<file path="src/rtl/v_elem_seq_if.sv">
// Command, read-issue and write-back signals between vector issue logic,
// the element sequencer and the banked vector register file.
interface v_elem_seq_if #(
    parameter int vlen_p  = 8,
    parameter int lanes_p = 4
);
    localparam int addr_width_lp = (vlen_p > 1) ? $clog2(vlen_p) : 1;
    localparam int vl_width_lp   = $clog2(vlen_p + 1);

    logic                                    cmd_v_i;
    logic [vl_width_lp-1:0]                  cmd_vl_i;
    logic                                    cmd_we_i;
    logic                                    cmd_ready_o;
    logic                                    stall_i;
    logic [lanes_p-1:0][addr_width_lp-1:0]   r_addr_o;
    logic [lanes_p-1:0]                      r_v_o;
    logic [lanes_p-1:0][addr_width_lp-1:0]   w_addr_o;
    logic [lanes_p-1:0]                      w_en_o;
    logic                                    busy_o;
    logic                                    done_o;

    modport master (
        output cmd_v_i, cmd_vl_i, cmd_we_i, stall_i,
        input  cmd_ready_o, r_addr_o, r_v_o, w_addr_o, w_en_o, busy_o, done_o
    );

    modport slave (
        input  cmd_v_i, cmd_vl_i, cmd_we_i, stall_i,
        output cmd_ready_o, r_addr_o, r_v_o, w_addr_o, w_en_o, busy_o, done_o
    );
endinterface

</file>
<file path="src/rtl/v_elem_seq.sv">
// Vector element sequencer: walks a command's elements lanes_p per cycle and
// replays the issued reads as write-backs after a fixed wb_lat_p delay.
module v_elem_seq #(
    parameter int vlen_p   = 8,
    parameter int lanes_p  = 4,
    parameter int wb_lat_p = 1
) (
    input  logic              clk_i,
    input  logic              reset_i,
    v_elem_seq_if.slave       io
);
    localparam int addr_width_lp = (vlen_p > 1) ? $clog2(vlen_p) : 1;
    localparam int vl_width_lp   = $clog2(vlen_p + 1);
    localparam int drain_width_lp = $clog2(wb_lat_p + 1);

    localparam logic [vl_width_lp-1:0] vlen_c  = vl_width_lp'(vlen_p);
    localparam logic [vl_width_lp-1:0] lanes_c = vl_width_lp'(lanes_p);

    typedef enum logic [1:0] {IDLE, ISSUE, DRAIN, DONE} state_e;

    state_e                                state_r;
    logic [vl_width_lp-1:0]                vl_r;
    logic                                  we_r;
    logic [vl_width_lp-1:0]                base_r;   // element index of lane 0 this step
    logic [drain_width_lp-1:0]             drain_r;

    logic [wb_lat_p-1:0][lanes_p-1:0][addr_width_lp-1:0] pipe_addr_r;
    logic [wb_lat_p-1:0][lanes_p-1:0]                    pipe_en_r;

    logic [vl_width_lp-1:0] vl_in;
    logic [vl_width_lp-1:0] elem;
    logic                   last_step;

    assign vl_in     = (io.cmd_vl_i > vlen_c) ? vlen_c : io.cmd_vl_i;
    assign last_step = (base_r + lanes_c) >= vl_r;

    // Read issue is combinational on stall_i so a stalled cycle drops its valids at once.
    always_comb begin
        // NOTE: every output gets a default first so no latch is inferred.
        io.r_addr_o = '0;
        io.r_v_o    = '0;
        elem        = '0;
        if (state_r == ISSUE) begin
            for (int i = 0; i < lanes_p; i++) begin
                elem           = base_r + vl_width_lp'(i);
                io.r_addr_o[i] = elem[addr_width_lp-1:0];
                io.r_v_o[i]    = (elem < vl_r) & ~io.stall_i;
            end
        end
    end

    assign io.cmd_ready_o = (state_r == IDLE) & ~reset_i;
    assign io.busy_o      = (state_r != IDLE);
    assign io.done_o      = (state_r == DONE);
    assign io.w_addr_o    = pipe_addr_r[wb_lat_p-1];
    assign io.w_en_o      = pipe_en_r[wb_lat_p-1];

    always_ff @(posedge clk_i or posedge reset_i) begin
        if (reset_i) begin
            state_r     <= IDLE;
            vl_r        <= '0;
            we_r        <= 1'b0;
            base_r      <= '0;
            drain_r     <= '0;
            pipe_addr_r <= '0;
            pipe_en_r   <= '0;
        end else begin
            // NOTE: non-blocking assignments let every stage sample its predecessor's old value.
            pipe_addr_r[0] <= io.r_addr_o;
            pipe_en_r[0]   <= io.r_v_o & {lanes_p{we_r}};
            for (int s = 1; s < wb_lat_p; s++) begin
                pipe_addr_r[s] <= pipe_addr_r[s-1];
                pipe_en_r[s]   <= pipe_en_r[s-1];
            end

            unique case (state_r)
                IDLE: begin
                    if (io.cmd_v_i) begin
                        vl_r    <= vl_in;
                        we_r    <= io.cmd_we_i;
                        base_r  <= '0;
                        state_r <= (vl_in == '0) ? DONE : ISSUE;
                    end
                end
                ISSUE: begin
                    if (!io.stall_i) begin
                        base_r <= base_r + lanes_c;
                        if (last_step) begin
                            state_r <= DRAIN;
                            drain_r <= drain_width_lp'(wb_lat_p);
                        end
                    end
                end
                DRAIN: begin
                    drain_r <= drain_r - 1'b1;
                    if (drain_r == drain_width_lp'(1)) begin
                        state_r <= DONE;
                    end
                end
                DONE: begin
                    state_r <= IDLE;
                end
            endcase
        end
    end
endmodule

</file>
<file path="src/flat_wrapper.sv">
// flat-port wrapper written by rule: the top's interface ports become plain ports
module v_elem_seq_flat 
#(
    parameter int vlen_p   = 8,
    parameter int lanes_p  = 4,
    parameter int wb_lat_p = 1
)
  (clk_i, reset_i, io_cmd_v_i, io_cmd_vl_i, io_cmd_we_i, io_stall_i, io_cmd_ready_o, io_r_addr_o, io_r_v_o, io_w_addr_o, io_w_en_o, io_busy_o, io_done_o);
  v_elem_seq_if #(.vlen_p(vlen_p), .lanes_p(lanes_p)) io_i ();
  input  logic clk_i;
  input  logic reset_i;
  input wire logic [$bits(io_i.cmd_v_i)-1:0] io_cmd_v_i;
  input wire logic [$bits(io_i.cmd_vl_i)-1:0] io_cmd_vl_i;
  input wire logic [$bits(io_i.cmd_we_i)-1:0] io_cmd_we_i;
  input wire logic [$bits(io_i.stall_i)-1:0] io_stall_i;
  output wire logic [$bits(io_i.cmd_ready_o)-1:0] io_cmd_ready_o;
  output wire logic [$bits(io_i.r_addr_o)-1:0] io_r_addr_o;
  output wire logic [$bits(io_i.r_v_o)-1:0] io_r_v_o;
  output wire logic [$bits(io_i.w_addr_o)-1:0] io_w_addr_o;
  output wire logic [$bits(io_i.w_en_o)-1:0] io_w_en_o;
  output wire logic [$bits(io_i.busy_o)-1:0] io_busy_o;
  output wire logic [$bits(io_i.done_o)-1:0] io_done_o;
  assign io_i.cmd_v_i = io_cmd_v_i;
  assign io_i.cmd_vl_i = io_cmd_vl_i;
  assign io_i.cmd_we_i = io_cmd_we_i;
  assign io_i.stall_i = io_stall_i;
  assign io_cmd_ready_o = io_i.cmd_ready_o;
  assign io_r_addr_o = io_i.r_addr_o;
  assign io_r_v_o = io_i.r_v_o;
  assign io_w_addr_o = io_i.w_addr_o;
  assign io_w_en_o = io_i.w_en_o;
  assign io_busy_o = io_i.busy_o;
  assign io_done_o = io_i.done_o;
  v_elem_seq #(.vlen_p(vlen_p), .lanes_p(lanes_p), .wb_lat_p(wb_lat_p)) u_core (.clk_i(clk_i), .reset_i(reset_i), .io(io_i));
endmodule
</file>
<file path="config.mk">
export PLATFORM = sky130hd
export DESIGN_NAME = v_elem_seq_flat
export DESIGN_NICKNAME = d
export VERILOG_FILES = /design/src/rtl/v_elem_seq_if.sv /design/src/rtl/v_elem_seq.sv /design/src/flat_wrapper.sv
export SDC_FILE = /design/constraint.sdc
export NUM_CORES = 1
export LEC_CHECK = 0
export ABC_AREA = 1
export CORE_MARGIN = 2
export CORE_UTILIZATION = 30
export CTS_BUF_LIST = sky130_fd_sc_hd__clkbuf_4 sky130_fd_sc_hd__clkbuf_8
export DETAILED_ROUTE_END_ITERATION = 8
export DONT_BUFFER_PORTS = 1
export GPL_TIMING_DRIVEN = 0
export HOLD_SLACK_MARGIN = 0.12
export PLACE_DENSITY = 0.43
export SLEW_MARGIN = 20
export SYNTH_ARGS = -nofsm -noshare
export SYNTH_HDL_FRONTEND = slang
export SYNTH_SLANG_ARGS = --single-unit
</file>
<file path="constraint.sdc">
create_clock -name clk_i -period 3.1 [get_ports clk_i]
set_clock_uncertainty 0.2 [all_clocks]
set_input_delay 0.31 -clock clk_i [delete_from_list [all_inputs] [get_ports clk_i]]
set_output_delay 0.31 -clock clk_i [all_outputs]
set_load 0.01 [all_outputs]
</file>
== Word level (Yosys, flattened, before mapping) ==
Cells that the tools add are included.

* Word-level logic and storage cells: 60
* Bits in registers: 28
* Output and inout bits: 35
* Input port bits: 9

* Multiplexer cells: 15
* Order comparisons: 6
* Equality and inequality tests: 7
* Add/subtract/negate cells: 5
* Bitwise logic cells: 8
* Reduce and logical (&&, ||, !) cells: 9

{| class="wikitable"
|+ Operators with widths
! operator !! number
|-
| < comparator 4 bit || 4
|-
| two-way mux 4 bit || 4
|-
| two-way mux 12 bit || 1
|-
| two-way mux 2 bit || 5
|-
| adder 4 x 2 -> 4 bit (second input constant) || 2
|-
| case mux 2 bit (4 select lines) || 1
|-
| case mux 4 bit (2 select lines) || 1
|-
| AND reduction 3 bit || 2
|-
| nonzero test 2 bit || 3
|-
| bitwise AND 1 bit || 5
|-
| adder 4 x 1 -> 4 bit (second input constant) || 1
|-
| adder 4 x 3 -> 4 bit (second input constant) || 1
|-
| bitwise AND 4 bit || 1
|-
| equality test 2 bit (second input constant) || 2
|-
| greater-or-equal comparator 4 bit || 1
|-
| greater-than comparator 4 bit (second input constant) || 1
|-
| zero test 4 bit || 1
|-
| != test 2 x 1 -> 1 bit (second input constant) || 2
|-
| != test 2 bit (second input constant) || 2
|-
| AND reduction 4 bit || 1
|-
| equality test 2 x 1 -> 1 bit (second input constant) || 1
|-
| zero test 2 bit || 1
|-
| two-way mux 1 bit || 2
|-
| NOT 1 bit || 2
|-
| other kinds (3) || 3
|}

== Depth between registers and ports, before layout ==
* Depth in word-level cells: 6
* Mapped depth: 9
* Mapped depth without buffers: 9

== Worst setup path after synthesis ==
OpenSTA, ideal clock, no wires.

* Kind: register -> output
* Start: reg u_core.state_r[1]
* End: out io_r_v_o[0]
* Stages on the path, launching flop included: 7
* Buffers on the path: 0
* Arrival time: 1301 ps
* Slack: 1289 ps
* Data required time: 2590 ps
* Cell sequence: dfrtp_1 inv_1 ha_1 nand2_2 nor2_1 nand2_1 nor2_1

* Cells in the longest elaborated chain, start to end: 2

{| class="wikitable"
|+ Ends and longest elaborated chain
! element !! line !! source
|-
| start: declaration || v_elem_seq.sv:21 || <nowiki>state_e state_r;</nowiki>
|-
| start signal: assignment || v_elem_seq.sv:82 || <nowiki>state_r <= (vl_in == '0) ? DONE : ISSUE;</nowiki>
|-
| equality test 2 x 1 -> 1 bit || v_elem_seq.sv:43 || <nowiki>if (state_r == ISSUE) begin</nowiki>
|-
| two-way mux 4 bit || v_elem_seq.sv:43 ||
|-
| end: declaration || flat_wrapper.sv:18 || <nowiki>output wire logic [$bits(io_i.r_v_o)-1:0] io_r_v_o;</nowiki>
|}

Every way passes these cells.

== Worst setup path after layout ==
Ends and elaborated chain as after synthesis.

==> out/results.ini <==
[clock_tree]
cts_buffers=3
clock_path_buffers=2
clk_transition_reported_paths_ps=70
cts_tree=yes
clock-sinks=17
cts_root_buffer=clkbuf_8
h-tree-depth=1
post_cts_buffers=0
clock_latency_ps=250

[logic_synthesis]
ys_seq_area_share_pct=37.5
syn-cell-area_um2=1130
yosysWarnings=0
synth_seq_cells=17
syn_avg_cell_area_um2=7.98
netlist-cell-type-count=21
synth_cells=142

[die]
ios=44
dieWidth_um=65.5
rows=22
fp.dieH_um=65.5
start_util_pct=31.2
dieArea_um2=4290
coreArea_um2=3630

[place]
pre_cts_slack_ps=1040
gp_congestion=0.732
hpwl_mm=1.76
portBuffers=0
dp.cells=197

[routing]
wl_mm=2.21
via_per_inst=4.14
route.detailed.drc=0
wl_per_cell_um=10.5
antenna_left=0
drt_pass1_iterations=4
first_iter_violations=15
vias=869

[sta]
layout_setup_ws_ps=801
worst_pin_slew_ps=665
setup_tns_ps=0
post-route-min-period_ps=2300
finalCritPeriodShare_pct=74.2
setup_viol=0
fmaxAchievable_mhz=435
slew_viol_final=0
rsz0062_at_grt=no
final_hold_viol_count=0
relSlewSlack_pct=55.6

[critical_path]
required_ps=2590
cp.arrival_ps=1790
ff2ff_setup_slack_ps=1030
endpoint_kind=primary output
crit_path_start_kind=flop
crit_fanout=10
crit_type=flop to primary output

[layout]
diodes=0
most-common-layout-cells=nand2_1, inv_1, buf_4
regArea_um2=425
drive_gt1_share_pct=17.9
layout.nets=184
syn2layout_area_growth_pct=19.6
final_common_cell=nand2_1
num-fill-cells=396
final_cells=210
multi_input_area_um2=509

[run]
max_cap_viol_count=0

[global_routing]
track_usage_pct=11.1
grt_max_degree=18
grt_pass1_vias=829
antenna_found_initial=0
overflow=0
grt_pass1_wl_mm=3.62

[power]
power_density_nw_per_um2=951
leakagePower_nw=0.763
irDropWorstVdd_mv=0.288

[run_status]
status=finished, final reports clean

[min_path]
min_path_type=primary input to flop

[critical path, stage by stage (launching register included)]
cell and delay, ps:
dfrtp_1 420, inv_1 110, ha_1 430, nand2_2 160, nor2_1 110, nand2_1 80, nor2_1 220
[final timing paths]
| check | from | end | depth (start not counted) |
|---|---|---|---|
| min reg2reg | u_core.drain_r | u_core.drain_r | 2 |
| max reg2reg | u_core.state_r[0] | u_core.vl_r[2] | 7 |
| min | io_cmd_vl_i[3] | u_core.state_r[1] | 5 |
| max in group asynchronous | reset_i | u_core.io.w_en_o[3] | 2 |
| max | u_core.state_r[1] | io_r_v_o[0] | 6 |
| min in group asynchronous | reset_i | u_core.drain_r | 2 |
[metrics by stage]
stage	instance area (µm²)	utilization [%]	power (mW)	hold WS, ps
3_3_place_gp	1220	33.6	1.11	156
3_5_place_dp	1220	33.6	1.12	162
4_1_cts	1360	37.3	1.32	133
6_report	1360	37.3	1.29	127
5_1_grt	1360	37.3	1.45	181
2_1_floorplan	1160	-	0.986	36.1
[registers in the layout, indices dropped and copies added (netlist names)]
name                flops
u_core.io.w_addr_o      3
u_core.we_r             1
u_core.state_r          2
u_core.vl_r             4
u_core.io.w_en_o        4
u_core.base_r           2
u_core.drain_r          1
[synth_stat cells]
| library cell | number | share of area, % |
|---|---|---|
| nor2_2 | 3 | 1.7 |
| nand2_2 | 3 | 1.7 |
| a21boi_0 | 1 | 0.66 |
| and2_1 | 1 | 0.55 |
| nor3_1 | 3 | 1.3 |
| nor2_1 | 11 | 3.6 |
| a22o_1 | 2 | 1.5 |
| xor2_1 | 1 | 0.77 |
| nor3_2 | 1 | 0.88 |
| o21ai_0 | 4 | 1.8 |
| inv_1 | 23 | 7.6 |
| ha_1 | 12 | 13 |
| conb_1 | 1 | 0.33 |
| nand3_1 | 4 | 1.8 |
| nand2_1 | 31 | 10 |
| clkbuf_1 | 1 | 0.33 |
| dfrtp_1 | 17 | 38 |
| o211ai_1 | 1 | 0.66 |
| buf_4 | 18 | 12 |
| nor4_1 | 1 | 0.55 |
| a21oi_1 | 3 | 1.3 |
[logic make-up (layout without fill, tap and decap cells)]
kind of cell	count (synthesis)	in the layout	share of synthesized area (%)
and+or+nand+nor	58	58	22.3
adders and majority gates	12	12	13.2
buffers and inverters	42	55	19.9
AOI/OAI and AO/OA	11	11	5.96
DFF	17	17	37.5
other	1	8	0.331
xor gates and xnor gates	1	1	0.773
[power breakdown]
| part | switching [mW] | leakage (nW) | internal [mW] |
|---|---|---|---|
| clock network | 0.0804 | 0.0255 | 0.0892 |
| registers | 0.0821 | 0.220 | 0.308 |
| logic | 0.439 | 0.518 | 0.290 |
[layer usage]
layer  global-route usage, %  part of all wire (%)  wire length [µm]  vias up
met5                       0                     0                 0        -
met4                    3.13                  0.63                14        0
met3                    3.94                   8.6               189        2
met2                    18.5                    47              1030       32
met1                    13.6                    44               977      388
li1                        -                     -                 -      447
[layout make-up]
class | count | share of cell area [%]
flip-flops and latches | 17 | 31.4
plain buffers | 19 | 10.2
clock buffers | 3 | 3.04
inverters | 23 | 6.37
well taps | 48 | 4.43
repair buffers | 9 | 6.64
multi-input cells | 90 | 37.5
clock inverters | 1 | 0.369
[repair_timing]
item | in CTS | in global routing
hold buffers | 9 | 0
gates resized for setup | 0 | 0
hold endpoints to repair | 23 | 0
No activity file was read; power rests on OpenSTA's default activity.
